==> config.mk <==
export PLATFORM = sky130hd
export DESIGN_NAME = rolling_window_stats
export DESIGN_NICKNAME = d
export VERILOG_FILES = /design/src/rtl/trading_pkg.sv /design/src/rtl/rolling_window_stats_ring_buffer.sv /design/src/rtl/rolling_window_stats.sv
export SDC_FILE = /design/constraint.sdc
export NUM_CORES = 1
export LEC_CHECK = 0
export ABC_CLOCK_PERIOD_IN_PS = 19300
export CORE_MARGIN = 4
export CORE_UTILIZATION = 67
export CTS_CLUSTER_SIZE = 28
export DETAILED_ROUTE_END_ITERATION = 8
export HOLD_SLACK_MARGIN = 0.06
export PLACE_DENSITY = 0.92
export SYNTH_ARGS = -nofsm -noshare
export SYNTH_HDL_FRONTEND = slang
export SYNTH_HIERARCHICAL = 1
export SYNTH_SLANG_ARGS = --single-unit
==> constraint.sdc <==
create_clock -name clk -period 19.3 [get_ports clk]
set_clock_uncertainty 0.1 [all_clocks]
set_input_delay 3.86 -clock clk [delete_from_list [all_inputs] [get_ports clk]]
set_output_delay 3.86 -clock clk [all_outputs]
set_load 0.005 [all_outputs]
==> src/rtl/trading_pkg.sv <==
// Shared types and constants for the trading pipeline stages.
// Price samples are unsigned 8-bit; squared prices need the full 16 bits.
package trading_pkg;

  typedef logic [7:0]  price_t;
  typedef logic [15:0] price_sq_t;

  typedef enum logic {
    FILL = 1'b0,
    RUN  = 1'b1
  } win_state_t;

  localparam int DEFAULT_LOG2_N = 3;

endpackage

==> src/rtl/rolling_window_stats_ring_buffer.sv <==
// Circular store of the last 2^LOG2_N price samples. The entry about to be
// overwritten is presented combinationally so the running sums can evict it.
module sample_ring_buffer
  import trading_pkg::*;
#(
  parameter int LOG2_N = DEFAULT_LOG2_N
) (
  input  logic   clk,
  input  logic   rst,
  input  logic   flush,
  input  logic   wr_en,
  input  price_t wr_data,
  output price_t old_data
);

  localparam int DEPTH = 1 << LOG2_N;

  price_t            mem [DEPTH];
  logic [LOG2_N-1:0] wr_ptr;

  // Zeroed entries let the fill phase share the sliding update rule.
  always_ff @(posedge clk) begin
    if (rst || flush) begin
      for (int i = 0; i < DEPTH; i++) begin
        mem[i] <= '0;
      end
      wr_ptr <= '0;
    end else if (wr_en) begin
      mem[wr_ptr] <= wr_data;
      wr_ptr      <= wr_ptr + LOG2_N'(1);
    end
  end

  assign old_data = mem[wr_ptr];

endmodule

==> src/rtl/rolling_window_stats.sv <==
// Sliding-window mean and mean-of-squares over the last 2^LOG2_N samples,
// feeding the Z-score stage with a one-cycle strobe per complete window.
module rolling_window_stats
  import trading_pkg::*;
#(
  parameter int LOG2_N = DEFAULT_LOG2_N
) (
  input  logic        clk,
  input  logic        rst,
  input  logic [7:0]  data_in,
  input  logic        data_valid_in,
  input  logic        clear,
  output logic [7:0]  N_mean,
  output logic [15:0] N_sqr_mean,
  output logic [7:0]  current_data,
  output logic        data_valid_pre,
  output logic        window_full
);

  localparam int SUM_W = 8 + LOG2_N;
  localparam int SQ_W  = 16 + LOG2_N;
  localparam logic [LOG2_N-1:0] CNT_LAST = '1;

  win_state_t        state;
  logic [LOG2_N-1:0] fill_cnt;
  logic [SUM_W-1:0]  sum;
  logic [SQ_W-1:0]   sqsum;

  price_t            old_sample;
  price_sq_t         new_sq;
  price_sq_t         old_sq;
  logic [SUM_W-1:0]  sum_next;
  logic [SQ_W-1:0]   sqsum_next;
  logic              fills_window;

  sample_ring_buffer #(
    .LOG2_N (LOG2_N)
  ) u_ring (
    .clk      (clk),
    .rst      (rst),
    .flush    (clear),
    .wr_en    (data_valid_in && !clear),
    .wr_data  (data_in),
    .old_data (old_sample)
  );

  // Sums can never go negative: the evicted sample is always part of them.
  always_comb begin
    new_sq       = price_sq_t'(data_in) * price_sq_t'(data_in);
    old_sq       = price_sq_t'(old_sample) * price_sq_t'(old_sample);
    sum_next     = sum + SUM_W'(data_in) - SUM_W'(old_sample);
    sqsum_next   = sqsum + SQ_W'(new_sq) - SQ_W'(old_sq);
    fills_window = (state == RUN) || (fill_cnt == CNT_LAST);
  end

  always_ff @(posedge clk) begin
    if (rst) begin
      state          <= FILL;
      fill_cnt       <= '0;
      sum            <= '0;
      sqsum          <= '0;
      N_mean         <= '0;
      N_sqr_mean     <= '0;
      current_data   <= '0;
      data_valid_pre <= 1'b0;
      window_full    <= 1'b0;
    end else if (clear) begin
      state          <= FILL;
      fill_cnt       <= '0;
      sum            <= '0;
      sqsum          <= '0;
      data_valid_pre <= 1'b0;
      window_full    <= 1'b0;
    end else if (data_valid_in) begin
      sum          <= sum_next;
      sqsum        <= sqsum_next;
      N_mean       <= sum_next[SUM_W-1:LOG2_N];
      N_sqr_mean   <= sqsum_next[SQ_W-1:LOG2_N];
      current_data <= data_in;
      data_valid_pre <= fills_window;
      if (state == FILL) begin
        fill_cnt <= fill_cnt + LOG2_N'(1);
        if (fill_cnt == CNT_LAST) begin
          state       <= RUN;
          window_full <= 1'b1;
        end
      end
    end else begin
      data_valid_pre <= 1'b0;
    end
  end

endmodule

== Word level (Yosys, flattened, before mapping) ==
Memories as Yosys holds them, arrays and structs flattened. A register that Yosys moved wholly into a read port is not among the register bits.
Cells that the tools add are included.
Storage, ports and cells
  bits in writable memories: 64
  memories: 1
  flip-flop bits (word level): 71
  output and inout bits: 34
Memory list
  u_ring.mem: words 8, width 8, rd ports 1, clocked after Yosys merged registers in 1, wr ports 8, RTL line rolling_window_stats_ring_buffer.sv:18  | price_t mem [DEPTH];
Cells by class
  eq/ne operators: 1
  reduce and logical (&&, ||, !) cells: 10
  multiplexer cells: 12
  $add $sub $neg: 6
  multiply operators: 2
  bitwise gates (word level): 3
Operators by type and width (number)
  $mul 8x8->16: 2
  $add 19x16->19: 1
  $sub 19x16->19: 1
  $add 11x8->11: 1
  $sub 11x8->11: 1
  $mux 3: 3
  $mux 1: 8
  $mux 8: 1
  $reduce_or 8->1: 1
  $add 3x1->3 const B: 2
  $reduce_and 2->1: 2
  $eq 3x3->1 const B: 1
  $not 1->1: 3
  $reduce_and 3->1: 1
  $reduce_or 3->1: 1
  $logic_or 1x1->1: 2
  $reduce_or 2->1: 1
  $logic_and 1x1->1: 1
  $logic_not 1->1: 1

== Logic depth before layout (Yosys ltp) ==
Gate-level depths: netlist (run 1).
  word-level depth: 7
  depth in mapped cells: 25

== Modules after synthesis ==
The synthesis (run 1) kept the hierarchy.
Modules (own cells, without submodules)
  rolling_window_stats: cells an instance 893, area an instance 7738.7 um^2, instances 1
  sample_ring_buffer: cells an instance 211, area an instance 3210.6 um^2, instances 1

== Worst setup path after synthesis (run 1) ==
Ideal clock, no wire load.
  path kind: in2reg
  start: input port data_in[6]
  end: register sqsum[15]
  stages: 18
  arrival: 8.829 ns
  data required time: 19.065 ns
  path slack: 10.237 ns
  path through: clkbuf_1 nand2_1 fa_1 fa_1 inv_1 fa_1 fa_1 fa_1 inv_1 fa_1 inv_1 ha_1 a21oi_1 o21ai_0 and4_1 o41ai_2 mux2i_1 o311ai_1
Between the ends
  cells in the longest elaborated chain, start to end: 3
RTL lines
  start: declaration: RTL line rolling_window_stats.sv:10  | input logic [7:0] data_in,
  $mul 8x8->16: RTL line rolling_window_stats.sv:49  | new_sq = price_sq_t'(data_in) * price_sq_t'(data_in);
  $add 19x16->19: RTL line rolling_window_stats.sv:52  | sqsum_next = sqsum + SQ_W'(new_sq) - SQ_W'(old_sq);
  $sub 19x16->19: RTL line rolling_window_stats.sv:52
  end signal: assignment: RTL line rolling_window_stats.sv:76  | sqsum <= sqsum_next;
  end: declaration: RTL line rolling_window_stats.sv:27  | logic [SQ_W-1:0] sqsum;
No other way between the ends.
A chain may end at the register's enable or synchronous reset.

== Worst setup path in the final report (run 1) ==
  start: input port data_in[5]
  end: register sqsum[15]
Same word-level chain as after synthesis.

==> results.json, run 1 <==
{
  "clockPowerShare_pct": 14.8,
  "clk_path_buf_depth": 2,
  "cts.repair.resized": 0,
  "grt_pass1_wl_um": 46420,
  "finalPower_mw": 2.270,
  "post_cts_buffers": 0,
  "die_h_um": 135.8,
  "first_global_vias": 8938,
  "p_comb_share_pct": 69.6,
  "htree_num_levels": 4,
  "synth_flop_cell": "dfxtp_1",
  "whs_ns": 0.3543,
  "vias": 8568,
  "die_x_um": 135.8,
  "synth_warnings": 6,
  "core_um2": 15940,
  "arrival_ns": 10.14,
  "dieArea_um2": 18450,
  "seq_power_share_pct": 15.6,
  "placed_area_um2": 11510,
  "crit_path_end_kind": "flip-flop",
  "place_inst": 1332,
  "tightest_slew_ns": 1.174,
  "peakVddDrop_mv": 0.2406,
  "fin_util_pct": 75.89,
  "hold_path.class": "reg2reg",
  "initial_utilization_pct": 68.68,
  "sw_frac_of_total_pct": 49.95,
  "diodes": 0,
  "synth_nets": 1304,
  "async_reset_ff_share_pct": 0,
  "synth_edf_count": 64,
  "fin_ws_ns": 9.365,
  "viasPerCell": 6.282,
  "port_buffers": 45,
  "p_leak_nw": 5.466,
  "cp.required_ns": 19.51,
  "power_density_nw_per_um2": 187.6,
  "critPathKind": "in2reg",
  "cts_num_sinks": 138,
  "syn_to_final_growth_pct": 10.50,
  "cp_max_fo": 8,
  "report.final.slew_viol_count": 0,
  "routed_wl_um": 28540,
  "setup_tns_ns": 0,
  "fillers": 947,
  "timing.reg2reg.setup_slack_ns": 11.50,
  "seq_area_frac_synth_pct": 31.08,
  "postCtsHoldBufs": 0,
  "fin_crit_sh_pct": 51.48,
  "maxCapViolCount": 0,
  "report.final.hold_viol_count": 0,
  "netlist-cell-type-count": 70,
  "ios": 46,
  "gp_congestion": 0.9175,
  "dp_slack_ns": 9.178,
  "hpwl_um": 19200,
  "reg2reg_depth": 20,
  "cts_buffers": 17,
  "clk_pin_slew_ns": 0.07,
  "fmax_mhz": 100.7,
  "startpoint_type": "input pin",
  "drcViolationCount": 0,
  "drtIter0Drc": 1029,
  "synth_area_um2": 10950,
  "outcome": "complete, no violations",
  "cts_tree": "built",
  "final_layout_size_suffix_gt1_share_pct": 6.707,
  "grt.total_usage_pct": 32.81,
  "rsz0062_at_grt": "no",
  "p_int_mw": 1.136,
  "root_buffer": "clkbuf_16",
  "drtPass1Iterations": 7,
  "r2r-end": "sqsum[15]",
  "worstSkewPairLatency_ns": 0.44,
  "whs_endpoint": "N_sqr_mean[11]",
  "antenna_found_initial": 0,
  "row_count": 46,
  "syn_area_per_cell_um2": 9.918,
  "switchingPower_mw": 1.134,
  "nNetsFinal": 1335,
  "detail-route-antenna-nets": 0,
  "finish.instance_area_um2": 12100,
  "slew_headroom_pct": 21.52,
  "overflow": 0,
  "ys_ff_latch": 138,
  "min_from": "N_sqr_mean[11]",
  "setup_violations": 0,
  "grt_max_degree": 55,
  "syn_inst": 1104,
  "routedWlPerCell_um": 20.93,
  "period_needed_ns": 9.935,
  "fin_cells": 1364,
  "hold_depth": 2
}
[routing by layer]
| metal | vias to the layer above | share of wire [%] | track usage, % |
|---|---|---|---|
| met1 | 4071 | 35 | 41.14 |
| met3 | 177 | 11 | 7.069 |
| met5 | - | 0 | 0 |
| met2 | 618 | 48 | 53.04 |
| li1 | 3702 | - | - |
| met4 | 0 | 6.2 | 18.59 |
[flip-flops by register name, indices dropped and copies added, names as in the netlist, named ones only]
signal and flops:
N_sqr_mean 16, data_valid_pre 1, window_full 1, fill_cnt 3, N_mean 8, current_data 8
state 1, u_ring/wr_ptr 3, u_ring/mem 64, sum 11, sqsum 19
[logic make-up after synthesis]
kind of cell	count (synthesis)	share of synthesized area (%)
other	1	0.03425
xor gates and xnor gates	25	2.000
muxes	50	7.051
and+or+nand+nor	309	13.72
AOI/OAI and AO/OA	124	7.714
DFF	138	31.08
buffers and inverters	269	9.919
adders and majority gates	188	28.48
[synth_stat cells (2+ instances only)]
| cell | instances | area (um2) |
|---|---|---|
| inv_1 | 214 | 803.3 |
| fa_1 | 102 | 2042 |
| nand2_1 | 91 | 341.6 |
| ha_1 | 86 | 1076 |
| nor3_1 | 78 | 390.4 |
| dfxtp_1 | 74 | 1481 |
| edfxtp_1 | 64 | 1922 |
| nor2_1 | 60 | 225.2 |
| a21oi_1 | 38 | 190.2 |
| clkbuf_1 | 26 | 97.59 |
| mux2i_1 | 25 | 250.2 |
| xnor2_1 | 21 | 183.9 |
| o21ai_0 | 20 | 100.1 |
| nand3_1 | 19 | 95.09 |
| mux4_1 | 16 | 420.4 |
| a21o_1 | 11 | 82.58 |
| nand3b_1 | 10 | 75.07 |
| or3_1 | 10 | 62.56 |
| a211oi_1 | 9 | 67.56 |
| clkinv_1 | 9 | 33.78 |
| mux2_2 | 8 | 90.09 |
| buf_2 | 7 | 35.03 |
| nand2b_1 | 7 | 43.79 |
| and2_1 | 6 | 37.54 |
| and3_1 | 6 | 37.54 |
| buf_1 | 6 | 22.52 |
| o21ai_1 | 6 | 30.03 |
| o21a_1 | 5 | 37.54 |
| buf_6 | 4 | 45.04 |
| o211ai_1 | 4 | 30.03 |
| xor2_1 | 4 | 35.03 |
| a211o_1 | 3 | 26.28 |
| nor2b_1 | 3 | 18.77 |
| o311ai_1 | 3 | 26.28 |
| o31ai_1 | 3 | 22.52 |
| or2_2 | 3 | 18.77 |
| a211oi_2 | 2 | 25.02 |
| a21oi_2 | 2 | 17.52 |
| a31oi_1 | 2 | 12.51 |
| and4_1 | 2 | 17.52 |
| nor4b_1 | 2 | 17.52 |
| o211a_1 | 2 | 20.02 |
| o21a_2 | 2 | 17.52 |
| o21bai_1 | 2 | 15.01 |
| or4b_1 | 2 | 20.02 |
[power by group through the flow]
stage / logic, mW / clock network [mW] / registers, mW
2_1_floorplan: 1.15 / 0 / 0.356
3_3_place_gp: 1.41 / 0 / 0.358
3_5_place_dp: 1.48 / 0 / 0.359
4_1_cts: 1.54 / 0.335 / 0.354
5_1_grt: 1.74 / 0.351 / 0.357
6_report: 1.58 / 0.336 / 0.355
[cells in the final DEF (no fill, tap or decap), types with 8 or more instances in the layout]
| cell | n |
|---|---|
| nor2_1 | 60 |
| inv_1 | 214 |
| mux2i_1 | 25 |
| buf_4 | 13 |
| xnor2_1 | 21 |
| nand3b_1 | 10 |
| ha_1 | 86 |
| clkinv_1 | 9 |
| clkbuf_16 | 17 |
| mux2_2 | 8 |
| nor3_1 | 78 |
| a21o_1 | 11 |
| edfxtp_1 | 64 |
| a21oi_1 | 38 |
| clkdlybuf4s50_1 | 43 |
| nand2_1 | 91 |
| fa_1 | 102 |
| dfxtp_1 | 74 |
| mux4_1 | 16 |
| or3_1 | 10 |
| o21ai_0 | 20 |
| nand3_1 | 19 |
| a211oi_1 | 9 |
[final cells by class]
type                    count  area [um2]  share of cell area [%]
repair buffers             58       538.0                   4.447
flip-flops and latches    138        3403                   28.13
multi-input cells         697        6462                   53.41
well taps                 216       270.3                   2.234
inverters                 223       837.1                   6.918
clock buffers              18       439.2                   3.630
clock inverters            14       148.9                   1.231
[worst max path at each step]
stage	from	endpoint	slack, ns	cells past startpoint
5_1_grt	data_in[5]	sqsum[15]	9.13	19
3_5_place_dp	data_in[5]	sqsum[15]	9.18	19
4_1_cts	data_in[5]	sqsum[15]	9.50	19
3_3_place_gp	data_in[6]	sqsum[15]	9.38	18
6_report	data_in[5]	sqsum[15]	9.36	19
2_1_floorplan	data_in[6]	sqsum[15]	10.24	18
[critical path: stages]
cell	delay [ns]
clkdlybuf4s50_1	0.72
inv_1	0.30
nor2_1	0.22
ha_1	0.30
xnor2_1	0.33
fa_1	0.51
fa_1	0.55
fa_1	0.45
fa_1	0.55
inv_1	0.05
fa_1	0.52
inv_1	0.04
ha_1	0.36
a21oi_1	0.22
o21ai_0	0.18
and4_1	0.25
o41ai_2	0.32
mux2i_1	0.27
o311ai_1	0.12
Power figures use the tool's default switching activity.
==> inputs of run 2 (changes only) <==
--- a/config.mk
+++ b/config.mk
@@ -5,13 +5,13 @@
 export SDC_FILE = /design/constraint.sdc
 export NUM_CORES = 1
 export LEC_CHECK = 0
-export ABC_CLOCK_PERIOD_IN_PS = 19300
+export ABC_CLOCK_PERIOD_IN_PS = 8180
 export CORE_MARGIN = 4
-export CORE_UTILIZATION = 67
+export CORE_UTILIZATION = 56
 export CTS_CLUSTER_SIZE = 28
 export DETAILED_ROUTE_END_ITERATION = 8
 export HOLD_SLACK_MARGIN = 0.06
-export PLACE_DENSITY = 0.92
+export PLACE_DENSITY = 0.82
 export SYNTH_ARGS = -nofsm -noshare
 export SYNTH_HDL_FRONTEND = slang
 export SYNTH_HIERARCHICAL = 1
==> constraint.sdc (replaced) <==
create_clock -name clk -period 8.18 [get_ports clk]
set_clock_uncertainty 0.1 [all_clocks]
set_input_delay 1.636 -clock clk [delete_from_list [all_inputs] [get_ports clk]]
set_output_delay 1.636 -clock clk [all_outputs]
set_load 0.005 [all_outputs]
==> run 2 against run 1 <==
  * Cell area grew 1.0%
  * Critical path depth up 2
  * Global-route usage shrank 8.5 points
  * Cell count rose by 3.7%
  * First-iteration DRC count decreased by 35%
  * Largest cell class unchanged
==> results.json, run 2 (synthesis results as in run 1) <==
{
  "critPathKind": "reg2reg",
  "grt_max_degree": 55,
  "core_um2": 18960,
  "die_h_um": 147.8,
  "root_buffer": "clkbuf_16",
  "place_inst": 1383,
  "timing.reg2reg.setup_slack_ns": 0.64,
  "grt_pass1_wl_um": 41810,
  "drtIter0Drc": 667,
  "postCtsHoldBufs": 0,
  "cts.repair.resized": 0,
  "report.final.hold_viol_count": 0,
  "setup_violations": 0,
  "top_register": "u_ring/mem",
  "dieArea_um2": 21850,
  "fmax_mhz": 132.7,
  "initial_utilization_pct": 57.76,
  "viasPerCell": 5.698,
  "drcViolationCount": 0,
  "fin_ws_ns": 0.6435,
  "period_needed_ns": 7.536,
  "cp.required_ns": 8.38,
  "overflow": 0,
  "fin_crit_sh_pct": 92.13,
  "fin_util_pct": 64.48,
  "p_leak_nw": 5.498,
  "peakVddDrop_mv": 0.4671,
  "worstSkewPairLatency_ns": 0.44,
  "setup_tns_ns": 0,
  "crit_path_end_kind": "flip-flop",
  "dp_slack_ns": 0.4959,
  "power_density_nw_per_um2": 421.8,
  "cts_tree": "built",
  "drtPass1Iterations": 6,
  "whs_endpoint": "N_sqr_mean[1]",
  "row_count": 50,
  "detail-route-antenna-nets": 0,
  "syn_to_final_growth_pct": 11.63,
  "reg2reg_depth": 21,
  "outcome": "complete, no violations",
  "startpoint_type": "flip-flop",
  "rsz0062_at_grt": "no",
  "routed_wl_um": 25780,
  "tightest_slew_ns": 1.266,
  "grt.total_usage_pct": 24.30,
  "first_global_vias": 8314,
  "diodes": 0,
  "fin_cells": 1415,
  "hold_path.class": "reg2reg",
  "min_from": "N_sqr_mean[1]",
  "htree_num_levels": 4,
  "antenna_found_initial": 0,
  "ios": 46,
  "r2r-end": "sqsum[15]",
  "arrival_ns": 7.74,
  "hold_depth": 2,
  "cp_max_fo": 13,
  "routedWlPerCell_um": 18.22,
  "post_cts_buffers": 0,
  "clk_path_buf_depth": 2,
  "gp_congestion": 0.8971,
  "port_buffers": 45,
  "final_cell_mix": "inv_1, fa_1, nand2_1, ha_1, nor3_1",
  "slew_headroom_pct": 15.41,
  "report.final.slew_viol_count": 0,
  "cts_num_sinks": 138,
  "cts_buffers": 17,
  "maxCapViolCount": 0,
  "vias": 8062,
  "finish.instance_area_um2": 12220,
  "nNetsFinal": 1342,
  "final_layout_size_suffix_gt1_share_pct": 7.273,
  "placed_area_um2": 11620,
  "clk_pin_slew_ns": 0.07,
  "hpwl_um": 18540,
  "largest_reg_flops": 64,
  "final_common_cell": "inv_1",
  "die_x_um": 147.8,
  "largestRegisters": "u_ring/mem x64, sqsum x19, N_sqr_mean x16"
}
-- run 2: changes by cell type in the layout (fill, tap and decap cells not counted), sizes merged --
cell and change:
inv -2, clkbuf -1, buf +7, clkinv +3, clkinvlp +1, bufinv -1
-- run 2: worst max-delay path by stage --
stage,start,to,depth (start not counted)
final,flip-flop,sqsum[15],21
after global routing,flip-flop,sqsum[15],21
after CTS,flip-flop,sqsum[15],21
after detailed placement,data_in[6],sqsum[15],18
after global placement,data_in[6],sqsum[15],18
after floorplan,data_in[6],sqsum[15],18
-- run 2: worst max-delay path, cell delays in order (launching register included) --
cell and delay [ns]:
dfxtp_1 0.82, buf_4 0.28, mux4_1 0.62, mux2_2 0.42
nand2_1 0.18, inv_1 0.08, fa_1 0.46, fa_1 0.56
inv_1 0.06, fa_1 0.55, fa_1 0.45, fa_1 0.55
inv_1 0.05, fa_1 0.52, inv_1 0.04, ha_1 0.37
a21oi_1 0.23, o21ai_0 0.11, and4_1 0.22, o41ai_2 0.30
mux2i_1 0.27, o311ai_1 0.13
-- run 2: per-layer routing --
| metal | up-vias | GRT usage (%) | routed length, um |
|---|---|---|---|
| li1 | 3714 | - | - |
| met1 | 3938 | 30.98 | 10320 |
| met2 | 348 | 41.06 | 12860 |
| met3 | 62 | 5.610 | 1881 |
| met4 | 0 | 8.314 | 724 |
| met5 | - | 0 | 0 |
-- run 2: where the power goes --
part	switching (mW)	leakage [nW]	internal [mW]
sequential	0.0359	1.32	0.797
clock	0.375	0.288	0.412
combinational	2.11	3.89	1.42
total	2.52	5.50	2.63
-- run 2: stage by stage --
step                power, mW  hold WS [ns]
global route            5.596        0.3776
global placement        4.201        0.3444
CTS                     5.127        0.3572
floorplan               3.555        0.3440
finish                  5.156        0.3562
detailed placement      4.268        0.3483
-- run 2: cell type report --
| type | instances | area, um2 |
|---|---|---|
| clock buffer | 17 | 425.4 |
| inverter | 223 | 837.1 |
| clock inverter | 15 | 178.9 |
| fill | 1479 | 6733 |
| tap | 260 | 325.3 |
| sequential | 138 | 3403 |
| timing repair buffer | 65 | 590.6 |
| multi-input combinational | 697 | 6462 |
==> inputs of run 3 (changes only) <==
--- a/config.mk
+++ b/config.mk
@@ -12,6 +12,7 @@
 export DETAILED_ROUTE_END_ITERATION = 8
 export HOLD_SLACK_MARGIN = 0.06
 export PLACE_DENSITY = 0.82
+export REMOVE_ABC_BUFFERS = 1
 export SYNTH_ARGS = -nofsm -noshare
 export SYNTH_HDL_FRONTEND = slang
 export SYNTH_HIERARCHICAL = 1
==> run 3 against run 2 <==
  * Cell count shrank 0.28%
  * Highest routed layer unchanged
  * Register-to-register slack gained 0.07 ns
  * Combinational power shrank 3%
  * Critical path depth is the same
  * Via count shrank 1.7%
  * Non-clock buffer count shrank 4
  * Cell area shrank 0.29%
  * Maximum frequency grew 0.93%
  * Clock-buffer cell count grew 1
  * Wire length shrank 7.3%
  * Largest power group unchanged
  * Sequential share of layout area grew 0.080 points
  * Die area is the same
==> results.json, run 3 (synthesis results as in run 1) <==
{
  "outcome": "complete, no violations",
  "port_buffers": 45,
  "post_cts_buffers": 0,
  "cts_tree": "built",
  "drtPass1Iterations": 7,
  "routed.top_layer": "met4",
  "whs_ns": 0.3534,
  "regArea_um2": 3403,
  "finalPower_mw": 5.060,
  "ios": 46,
  "finish.instance_area_um2": 12190,
  "wl_met1_um": 10030,
  "drtIter0Drc": 638,
  "cp.required_ns": 8.37,
  "cts_num_sinks": 138,
  "core_um2": 18960,
  "arrival_ns": 7.65,
  "final_layout_size_suffix_gt1_share_pct": 6.777,
  "clk_path_buf_depth": 2,
  "drcViolationCount": 0,
  "syn_to_final_growth_pct": 11.31,
  "hold_path.class": "reg2reg",
  "routedWlPerCell_um": 16.93,
  "gp_congestion": 0.8545,
  "postCtsHoldBufs": 0,
  "grt_pass1_wl_um": 39310,
  "setup_tns_ns": 0,
  "nNetsFinal": 1338,
  "cts.repair.resized": 0,
  "antenna_found_initial": 0,
  "met2_length_um": 11690,
  "fillers": 1459,
  "dieArea_um2": 21850,
  "crit_path_end_kind": "flip-flop",
  "slew_headroom_pct": 14.79,
  "viasPerCell": 5.619,
  "p_leak_nw": 5.489,
  "multi_input_area_um2": 6462,
  "setup_violations": 0,
  "power_density_nw_per_um2": 415.1,
  "tightest_slew_ns": 1.265,
  "peakVddDrop_mv": 0.4237,
  "die_h_um": 147.8,
  "fin_crit_sh_pct": 91.29,
  "grt_max_degree": 55,
  "startpoint_type": "flip-flop",
  "detail-route-antenna-nets": 0,
  "largestRegisters": "u_ring/mem x64, sqsum x19, N_sqr_mean x16",
  "final_cell_mix": "inv_1, fa_1, nand2_1, ha_1, nor3_1",
  "initial_utilization_pct": 57.76,
  "top_register": "u_ring/mem",
  "cp_max_fo": 12,
  "diodes": 0,
  "largest_reg_flops": 64,
  "overflow": 0,
  "period_needed_ns": 7.467,
  "wl_met3_um": 1593,
  "hpwl_um": 16950,
  "report.final.hold_viol_count": 0,
  "row_count": 50,
  "routed_wl_um": 23900,
  "report.final.slew_viol_count": 0,
  "rsz0062_at_grt": "no",
  "critPathKind": "reg2reg",
  "placed_area_um2": 11590,
  "root_buffer": "clkbuf_16",
  "vias": 7928,
  "maxCapViolCount": 0,
  "final_common_cell": "inv_1",
  "worstSkewPairLatency_ns": 0.44,
  "die_x_um": 147.8,
  "htree_num_levels": 4,
  "first_global_vias": 7879,
  "fmax_mhz": 133.9,
  "grt.total_usage_pct": 22.69,
  "clk_pin_slew_ns": 0.06,
  "fin_util_pct": 64.30,
  "cts_buffers": 17
}
-- run 3: path summary, 6_finish.rpt --
kind / to / depth (start not counted) / slack [ns] / start
hold / removal: N_sqr_mean[6] / 2 / 0.35 / N_sqr_mean[6]
hold reg to reg: N_sqr_mean[6] / 2 / 0.35 / N_sqr_mean[6]
setup / recovery: sqsum[15] / 21 / 0.71 / flip-flop
setup reg to reg: sqsum[15] / 21 / 0.71 / flip-flop
-- run 3: per-stage QoR --
stage,instances,setup WS [ns]
floorplan,1058,1.431
global placement,1379,0.6704
detailed placement,1379,0.5172
CTS,1411,0.7371
global route,1411,0.4213
finish,1411,0.7129
-- run 3: power breakdown --
group | switching (mW) | internal (mW) | total (mW)
sequential | 0.0353 | 0.798 | 0.834
combinational | 2.02 | 1.41 | 3.43
clock | 0.314 | 0.481 | 0.795
-- run 3: final cells by class --
cell class / instances / area share (%)
repair buffers: 61 / 4.599
inverters: 223 / 6.868
flip-flops and latches: 138 / 27.92
clock buffers: 18 / 3.521
clock inverters: 14 / 1.396
well taps: 260 / 2.669
multi-input cells: 697 / 53.02
-- run 3: metal layers --
layer | up-vias | GRT usage (%)
met5 | - | 0
met4 | 0 | 6.928
met3 | 50 | 4.782
met2 | 306 | 37.76
met1 | 3861 | 30.11
li1 | 3711 | -
-- run 3: critical path: stages, from the launching register on --
cell and delay (ns):
dfxtp_1 0.75, buf_4 0.27, mux4_1 0.54, mux2_2 0.40, inv_1 0.16, nor2_1 0.11
fa_1 0.52, fa_1 0.51, fa_1 0.51, inv_1 0.05, fa_1 0.51, fa_1 0.55
inv_1 0.05, fa_1 0.53, inv_1 0.04, ha_1 0.36, a21oi_1 0.25, o21ai_0 0.12
and4_1 0.23, o41ai_2 0.31, mux2i_1 0.29, o311ai_1 0.15
